<file path="src/rtl/max_product_beta_scheduler_if.sv">
// Bundle between the beta-recursion scheduler and its environment:
// block control, initial-beta writes, metric reads, unit handshake and write-back steering.
interface max_product_beta_scheduler_if #(
  parameter int STEP_W  = 11,
  parameter int STATE_W = 2,
  parameter int BITS    = 32
);
  logic               start;
  logic [STEP_W-1:0]  block_len;
  logic               busy;
  logic               done;
  logic               err;
  logic               init_we;
  logic [STATE_W-1:0] init_state;
  logic [BITS-1:0]    init_data;
  logic [STEP_W-1:0]  init_step;
  logic               rd_en;
  logic [STEP_W-1:0]  rd_step;
  logic [STATE_W-1:0] rd_state;
  logic               unit_in_valid;
  logic               unit_out_valid;
  logic               beta_we;
  logic               llr_we;
  logic [STEP_W-1:0]  wr_step;
  logic [STATE_W-1:0] wr_state;
  logic [2:0]         fsm_state;

  // Handshake: rd_en issues a read; unit_in_valid follows one cycle later (1-cycle memory);
  // every unit_out_valid pulse is a single in-order result, accepted unconditionally (no ready).
  modport master (
    input  start, block_len, unit_out_valid,
    output busy, done, err, init_we, init_state, init_data, init_step,
           rd_en, rd_step, rd_state, unit_in_valid, beta_we, llr_we,
           wr_step, wr_state, fsm_state
  );

  modport slave (
    output start, block_len, unit_out_valid,
    input  busy, done, err, init_we, init_state, init_data, init_step,
           rd_en, rd_step, rd_state, unit_in_valid, beta_we, llr_we,
           wr_step, wr_state, fsm_state
  );
endinterface

</file>
<file path="src/rtl/max_product_beta_scheduler.sv">
// Sequencer for the backward (beta) recursion: seeds initial betas, then issues one
// STATES-wide read group per step from block_len-1 down to 0, steering unit returns to writes.
module max_product_beta_scheduler #(
  parameter int STATES     = 4,
  parameter int MAX_LEN    = 1024,
  parameter int STEP_W     = $clog2(MAX_LEN + 1),
  parameter int STATE_W    = $clog2(STATES),
  parameter int BITS       = 32,
  parameter int TERMINATED = 1
) (
  input  logic clk,
  input  logic reset_n,
  max_product_beta_scheduler_if.master bus
);

  typedef enum logic [2:0] {
    S_IDLE  = 3'd0,
    S_INIT  = 3'd1,
    S_ISSUE = 3'd2,
    S_WAIT  = 3'd3,
    S_DONE  = 3'd4
  } state_t;

  localparam logic [BITS-1:0]    ONE      = BITS'(32'h3F80_0000);
  localparam logic [STATE_W-1:0] LAST_IDX = STATE_W'(STATES - 1);
  localparam logic [STATE_W:0]   ALL_RET  = (STATE_W + 1)'(STATES);

  state_t             state_q, state_d;
  logic [STATE_W-1:0] idx_q;
  logic [STATE_W:0]   ret_q;
  logic [STATE_W:0]   outst_q;
  logic [STEP_W-1:0]  len_q;
  logic [STEP_W-1:0]  step_q;
  logic               in_valid_q;
  logic               err_q;
  logic               armed_q;

  logic accept, idx_last, ret_ok, spurious, group_done;

  assign accept     = (state_q == S_IDLE) && bus.start;
  assign idx_last   = (idx_q == LAST_IDX);
  assign ret_ok     = bus.unit_out_valid && (outst_q != '0);
  // armed_q stays low after reset so results still in flight from an aborted block are dropped silently
  assign spurious   = bus.unit_out_valid && (outst_q == '0) && armed_q;
  assign group_done = (state_q == S_WAIT) && (ret_q == ALL_RET) && (outst_q == '0);

  always_comb begin
    state_d = state_q;
    case (state_q)
      S_IDLE:  if (bus.start) state_d = S_INIT;
      S_INIT:  if (idx_last) state_d = (len_q == '0) ? S_DONE : S_ISSUE;
      S_ISSUE: if (idx_last) state_d = S_WAIT;
      S_WAIT:  if (group_done) state_d = (step_q == '0) ? S_DONE : S_ISSUE;
      S_DONE:  state_d = S_IDLE;
      default: state_d = S_IDLE;
    endcase
  end

  always_ff @(posedge clk or negedge reset_n) begin
    if (!reset_n) state_q <= S_IDLE;
    else          state_q <= state_d;
  end

  always_ff @(posedge clk or negedge reset_n) begin
    if (!reset_n) begin
      idx_q      <= '0;
      ret_q      <= '0;
      outst_q    <= '0;
      len_q      <= '0;
      step_q     <= '0;
      in_valid_q <= 1'b0;
      err_q      <= 1'b0;
      armed_q    <= 1'b0;
    end else begin
      if (accept) len_q <= bus.block_len;

      if ((state_q == S_INIT) || (state_q == S_ISSUE))
        idx_q <= idx_last ? '0 : idx_q + 1'b1;
      else
        idx_q <= '0;

      if ((state_q == S_INIT) && idx_last && (len_q != '0))
        step_q <= len_q - 1'b1;
      else if (group_done && (step_q != '0))
        step_q <= step_q - 1'b1;

      if ((state_q == S_IDLE) || group_done) ret_q <= '0;
      else if (ret_ok)                       ret_q <= ret_q + 1'b1;

      in_valid_q <= (state_q == S_ISSUE);
      outst_q    <= outst_q + (STATE_W + 1)'(in_valid_q) - (STATE_W + 1)'(ret_ok);

      if (accept)        err_q <= 1'b0;
      else if (spurious) err_q <= 1'b1;

      if (accept) armed_q <= 1'b1;
    end
  end

  always_comb begin
    bus.busy          = (state_q == S_INIT) || (state_q == S_ISSUE) || (state_q == S_WAIT);
    bus.done          = (state_q == S_DONE);
    bus.err           = err_q;
    bus.init_we       = 1'b0;
    bus.init_state    = '0;
    bus.init_data     = '0;
    bus.init_step     = len_q;
    bus.rd_en         = 1'b0;
    bus.rd_step       = '0;
    bus.rd_state      = '0;
    bus.unit_in_valid = in_valid_q;
    bus.beta_we       = ret_ok;
    bus.llr_we        = ret_ok;
    bus.wr_step       = '0;
    bus.wr_state      = '0;
    bus.fsm_state     = state_q;

    if (state_q == S_INIT) begin
      bus.init_we    = 1'b1;
      bus.init_state = idx_q;
      bus.init_data  = ((idx_q == '0) || (TERMINATED == 0)) ? ONE : '0;
    end
    if (state_q == S_ISSUE) begin
      bus.rd_en    = 1'b1;
      bus.rd_step  = step_q;
      bus.rd_state = idx_q;
    end
    // Results land on the current step; the return counter names the state since the unit is in-order
    if (ret_ok) begin
      bus.wr_step  = step_q;
      bus.wr_state = ret_q[STATE_W-1:0];
    end
  end

endmodule

</file>
<file path="src/flat_wrapper.sv">
// flat-port wrapper written by rule: the top's interface ports become plain ports
module max_product_beta_scheduler_flat 
#(
  parameter int STATES     = 4,
  parameter int MAX_LEN    = 1024,
  parameter int STEP_W     = $clog2(MAX_LEN + 1),
  parameter int STATE_W    = $clog2(STATES),
  parameter int BITS       = 32,
  parameter int TERMINATED = 1
)
  (clk, reset_n, bus_start, bus_block_len, bus_unit_out_valid, bus_busy, bus_done, bus_err, bus_init_we, bus_init_state, bus_init_data, bus_init_step, bus_rd_en, bus_rd_step, bus_rd_state, bus_unit_in_valid, bus_beta_we, bus_llr_we, bus_wr_step, bus_wr_state, bus_fsm_state);
  max_product_beta_scheduler_if #(.STEP_W(STEP_W), .STATE_W(STATE_W), .BITS(BITS)) bus_i ();
  input  logic clk;
  input  logic reset_n;
  input wire logic [$bits(bus_i.start)-1:0] bus_start;
  input wire logic [$bits(bus_i.block_len)-1:0] bus_block_len;
  input wire logic [$bits(bus_i.unit_out_valid)-1:0] bus_unit_out_valid;
  output wire logic [$bits(bus_i.busy)-1:0] bus_busy;
  output wire logic [$bits(bus_i.done)-1:0] bus_done;
  output wire logic [$bits(bus_i.err)-1:0] bus_err;
  output wire logic [$bits(bus_i.init_we)-1:0] bus_init_we;
  output wire logic [$bits(bus_i.init_state)-1:0] bus_init_state;
  output wire logic [$bits(bus_i.init_data)-1:0] bus_init_data;
  output wire logic [$bits(bus_i.init_step)-1:0] bus_init_step;
  output wire logic [$bits(bus_i.rd_en)-1:0] bus_rd_en;
  output wire logic [$bits(bus_i.rd_step)-1:0] bus_rd_step;
  output wire logic [$bits(bus_i.rd_state)-1:0] bus_rd_state;
  output wire logic [$bits(bus_i.unit_in_valid)-1:0] bus_unit_in_valid;
  output wire logic [$bits(bus_i.beta_we)-1:0] bus_beta_we;
  output wire logic [$bits(bus_i.llr_we)-1:0] bus_llr_we;
  output wire logic [$bits(bus_i.wr_step)-1:0] bus_wr_step;
  output wire logic [$bits(bus_i.wr_state)-1:0] bus_wr_state;
  output wire logic [$bits(bus_i.fsm_state)-1:0] bus_fsm_state;
  assign bus_i.start = bus_start;
  assign bus_i.block_len = bus_block_len;
  assign bus_i.unit_out_valid = bus_unit_out_valid;
  assign bus_busy = bus_i.busy;
  assign bus_done = bus_i.done;
  assign bus_err = bus_i.err;
  assign bus_init_we = bus_i.init_we;
  assign bus_init_state = bus_i.init_state;
  assign bus_init_data = bus_i.init_data;
  assign bus_init_step = bus_i.init_step;
  assign bus_rd_en = bus_i.rd_en;
  assign bus_rd_step = bus_i.rd_step;
  assign bus_rd_state = bus_i.rd_state;
  assign bus_unit_in_valid = bus_i.unit_in_valid;
  assign bus_beta_we = bus_i.beta_we;
  assign bus_llr_we = bus_i.llr_we;
  assign bus_wr_step = bus_i.wr_step;
  assign bus_wr_state = bus_i.wr_state;
  assign bus_fsm_state = bus_i.fsm_state;
  max_product_beta_scheduler #(.STATES(STATES), .MAX_LEN(MAX_LEN), .STEP_W(STEP_W), .STATE_W(STATE_W), .BITS(BITS), .TERMINATED(TERMINATED)) u_core (.clk(clk), .reset_n(reset_n), .bus(bus_i));
endmodule
</file>
<file path="config.mk">
export PLATFORM = sky130hd
export DESIGN_NAME = max_product_beta_scheduler_flat
export DESIGN_NICKNAME = d
export VERILOG_FILES = /design/src/rtl/max_product_beta_scheduler_if.sv /design/src/rtl/max_product_beta_scheduler.sv /design/src/flat_wrapper.sv
export SDC_FILE = /design/constraint.sdc
export NUM_CORES = 1
export LEC_CHECK = 0
export BUFFER_PORTS_ARGS = -buffer_cell sky130_fd_sc_hd__buf_2
export CORE_ASPECT_RATIO = 0.8
export CORE_MARGIN = 2
export CORE_UTILIZATION = 29
export CTS_CLUSTER_DIAMETER = 30
export CTS_CLUSTER_SIZE = 30
export DETAILED_ROUTE_END_ITERATION = 16
export GPL_TIMING_DRIVEN = 1
export SETUP_SLACK_MARGIN = 0.5
export SLEW_MARGIN = 40
export SYNTH_ARGS = -nofsm -noshare
export SYNTH_HDL_FRONTEND = slang
export SYNTH_SLANG_ARGS = --single-unit
</file>
<file path="constraint.sdc">
create_clock -name clk -period 2.9 [get_ports clk]
set_clock_uncertainty 0.2 [all_clocks]
set_input_delay 0.29 -clock clk [delete_from_list [all_inputs] [get_ports clk]]
set_output_delay 0.29 -clock clk [all_outputs]
set_load 0.02 [all_outputs]
</file>
==> out/summary.md <==
The Yosys step of the flow raised 0 warnings. The tools report the buffer levels on the longest clock path as 2. The maximum fanout count along the critical path was 5; the critical path's largest stage delay was 440 ps.

The logs give 4 for the number of iterations in the first detailed-routing pass and 14.1% for the total routing resource utilization after global routing. In this run, the clock network consumes 11.7% of the power. After detailed routing, the number of remaining DRC violations is 0.

TritonCTS built the clock tree. The part of the total power dissipated in sequential elements came out at 34.5%. Of the available clock period, the critical path in the final layout requires 87.0%. In this run the power spent charging and discharging nets is 1490 µW. For the DRC marker count from the first detailed-route iteration, the log shows 114.

Setup repair after global routing could not meet its margin everywhere. The total design power was 3100 µW; the setup TNS after final layout was 0 ps. The number of antenna diodes is 0. The floorplan step set the die width to 107 µm. The min-delay analysis places its worst path in the category input pin to register.

Setup violations remaining at the end of the flow were counted as 0. The worst setup path is launched from a register. In this run the cell area of the synthesized design comes to 2470 µm².

The logs give 8370 µm² for the placeable core region and 37.7% for the final design utilization. Sequential elements use 36.5% of the synthesized area. The number of buffer and inverter stages on the critical path came out at 0. The synthesized design contains 0 enable-type register cells.

Among all flip-flop cells after synthesis, the most frequent one is dfrtp_1. Global routing used 21.2% of the available met1 tracks. Buffers inserted during clock tree synthesis total 5.

The flow ran to the end, and the final reports show no timing, DRC or antenna violations. The count of nets left with antenna violations once routing finished came out at 0. The switching part of the total was 48.1%. The initial utilization of the core area, before any placement, comes to 29.5%. For the largest net degree at the start of global routing, the log shows 20. The critical path goes through nor4_4, nand4_1, nand2_4, mux2i_2, ha_2, o21ai_4, or4_4, nand3_2, o211ai_1.

The tools report the via count of the first global-routing pass as 2,016. The relative area change from synthesis to final layout was 28.0%; the data arrival time of the critical path was 2500 ps. The routed layout has 2,129 vias. The worst setup path is captured at a register. Clock tree synthesis selected as its root buffer the cell clkbuf_8. Counting distinct cell types in the post-synthesis netlist gives 51. The later pin in the worst-skew pair is clocked with a latency of 300 ps. In the layout the commonest cells are buf_2, dfrtp_1, and2_1, conb_1, nor2_1. The part of the total power dissipated in combinational logic was 53.8%.

Counting flops with an async set or reset pin after synthesis yields a share of 100%. Across the VDD grid, the largest voltage drop is 394 µV. The run gives 3160 µm² as the summed area of non-filler cells in the final layout. The most frequent standard cell in the layout excluding fill and tap cells is buf_2. The initial antenna violation count was 0; the met3 usage in global routing was 3.46%.

The required time at the worst-slack endpoint is 2880 ps, and the met2 track utilization from global routing is 20.1%. For the total cell area at the placement stage, the log shows 2940 µm². The die covers 9260 µm². The run gives 36 as the number of clock sinks.

The cell count after synthesis came out at 269. Layer carrying the most global-route usage: met1. The number of rows in the core area came out at 30. The cell family contributing the most delay on the critical path is simple AND/OR/NAND/NOR gates. The register clock-pin slew on the reported worst setup and hold paths was 80 ps. The clock tree synthesis step divided the H-tree into 2 levels.

The congestion estimate from routability-driven global placement came to 0.926. Using the TritonRoute via totals, the vias-per-cell ratio works out to 4.54. Summed over all nets, the half-perimeter wirelength after detailed placement is 4.88 mm. The net count of the finished layout was 379. The count of pins over their slew limit came out at 0.

Dividing the detail-routed wire length by the instance count gives 13.4 µm. The register bit count reported by yosys is 36. The power density of the placed cells is 983 nW/µm².

Static timing analysis puts the maximum clock frequency at 396 MHz. During placement, the flow inserted port buffers numbering 71. During I/O placement, the number of pins put on the boundary was 97. For this design, the slowest cell found on the critical path is dfrtp_2. The tools report the count of filler cells inserted in the layout as 874. For this run the aggregate overflow at the end of global routing stands at 0. The mean cell area of the mapped netlist was 9.17 µm². The minimum clock period is 2520 ps, and the hold violation total from the final report is 0.

The internal power of the cells totals 1610 µW. The floorplan step set the die height to 86.5 µm. By startpoint and endpoint, the worst setup path is classified as register to register. The share of final-layout standard cells stronger than drive strength 1 was 38.4%. After detailed routing, the total wire length is 6.27 mm.

Max-cap violations in this run came to 0. For this design the static power due to leakage is 0.00151 µW. For the global-route wire length before repair, the log shows 10.2 mm.
==> Yosys cell counts (all sizes together), types with 2 or more instances <==
master   n  share of area (%)
nor2    24                3.7
xor2     4                1.4
a31oi    2               0.51
ha       7                3.6
dfrtp   36                 37
nand3    3               0.61
and2    29                7.4
and3     5                1.3
a211oi   4                1.2
nor4     6                2.4
o22ai    2               0.51
o21ai   11                2.4
or4      2               0.76
or3      4                1.0
buf     36                 11
o311ai   2               0.71
a21oi    7                1.4
nor3    12                2.6
nor4b    2               0.96
o31ai    2               0.61
inv     10                1.5
clkbuf   4               0.61
xnor2    9                3.2
mux2i    3                1.2
mux2    10                4.6
nand2   16                2.8
nand4    2               0.51
nor2b    3               0.76
==> power by group through the flow <==
| stage | registers, µW | logic (µW) | clock network, µW |
|---|---|---|---|
| 5_1_grt | 1120 | 1840 | 400 |
| 3_3_place_gp | 1080 | 1520 | 0 |
| 3_5_place_dp | 1090 | 1540 | 0 |
| 4_1_cts | 1070 | 1610 | 372 |
| 2_1_floorplan | 1120 | 1060 | 0 |
| 6_report | 1070 | 1670 | 362 |
==> layout make-up <==
type	count	area (µm²)	share of cell area (%)
inverter	10	37.5	1.19
clock buffer	5	68.8	2.18
multi-input combinational	207	1420	44.9
clock inverter	3	18.8	0.595
sequential	36	907	28.7
tap	112	140	4.44
timing repair buffer	96	566	17.9
==> metal layers <==
layer  vias to the layer above  share of wire [%]
li1                       1046                  -
met4                         0               0.62
met5                         -                  0
met3                         5                7.8
met1                       997                 51
met2                        81                 40
==> per-stage QoR <==
stage	cells	hold slack, ps	setup slack [ps]
6_report	469	2.05	377
5_1_grt	469	5.25	259
4_1_cts	465	1.81	442
3_5_place_dp	449	74.0	71.6
3_3_place_gp	448	236	156
2_1_floorplan	293	-206	249
==> timing repair <==
action / 4_1_cts / 5_1_grt
endpoints found under the hold margin: 17 / 0
resized for setup: 4 / 8
hold buffers: 1 / 0
endpoints found under the setup margin: 5 / 9
pin swaps: 6 / 3
setup buffers: 7 / 4
==> final timing paths <==
path                            cells past startpoint                                start                             endpoint  slack (ps)
worst max-delay path                                9  u_core.bus.init_step[2]$_DFFE_PN0P_        u_core.step_q[10]$_DFFE_PN0P_         380
worst min-delay path                                3                     bus_block_len[8]  u_core.bus.init_step[8]$_DFFE_PN0P_           2
worst max register to register                      9  u_core.bus.init_step[2]$_DFFE_PN0P_        u_core.step_q[10]$_DFFE_PN0P_         380
worst min register to register                      1           u_core.armed_q$_DFFE_PN0P_           u_core.armed_q$_DFFE_PN0P_         280
max in group asynchronous                           3                              reset_n  u_core.bus.init_step[2]$_DFFE_PN0P_        1750
min in group asynchronous                           2                              reset_n   u_core.bus.unit_in_valid$_DFF_PN0_         280
==> cell families after synthesis <==
group           count (synthesis)  share of synthesized area [%]
simple gates                  111                           26.1
other cells                     1                          0.152
flops                          36                           36.5
buf+inv                        50                           12.7
xor+xnor                       13                           4.62
fa+ha+maj                       8                           4.36
compound gates                 37                           9.74
mux                            13                           5.78
==> flip-flops by register name (all words and copies together), names as in the netlist <==
name,cells
u_core.step_q,11
u_core.bus.unit_in_valid,1
u_core.armed_q,1
u_core.outst_q,3
u_core.ret_q,3
u_core.bus.fsm_state,3
u_core.bus.err,1
u_core.bus.init_step,11
u_core.idx_q,2
==> worst reg2reg max path: stages (launching register included) <==
cell,delay (ps)
dfrtp_2,440
nor4_4,300
nand4_1,200
nand2_4,140
mux2i_2,220
ha_2,250
o21ai_4,90
or4_4,420
nand3_2,70
o211ai_1,80
Power figures use the tool's default switching activity.
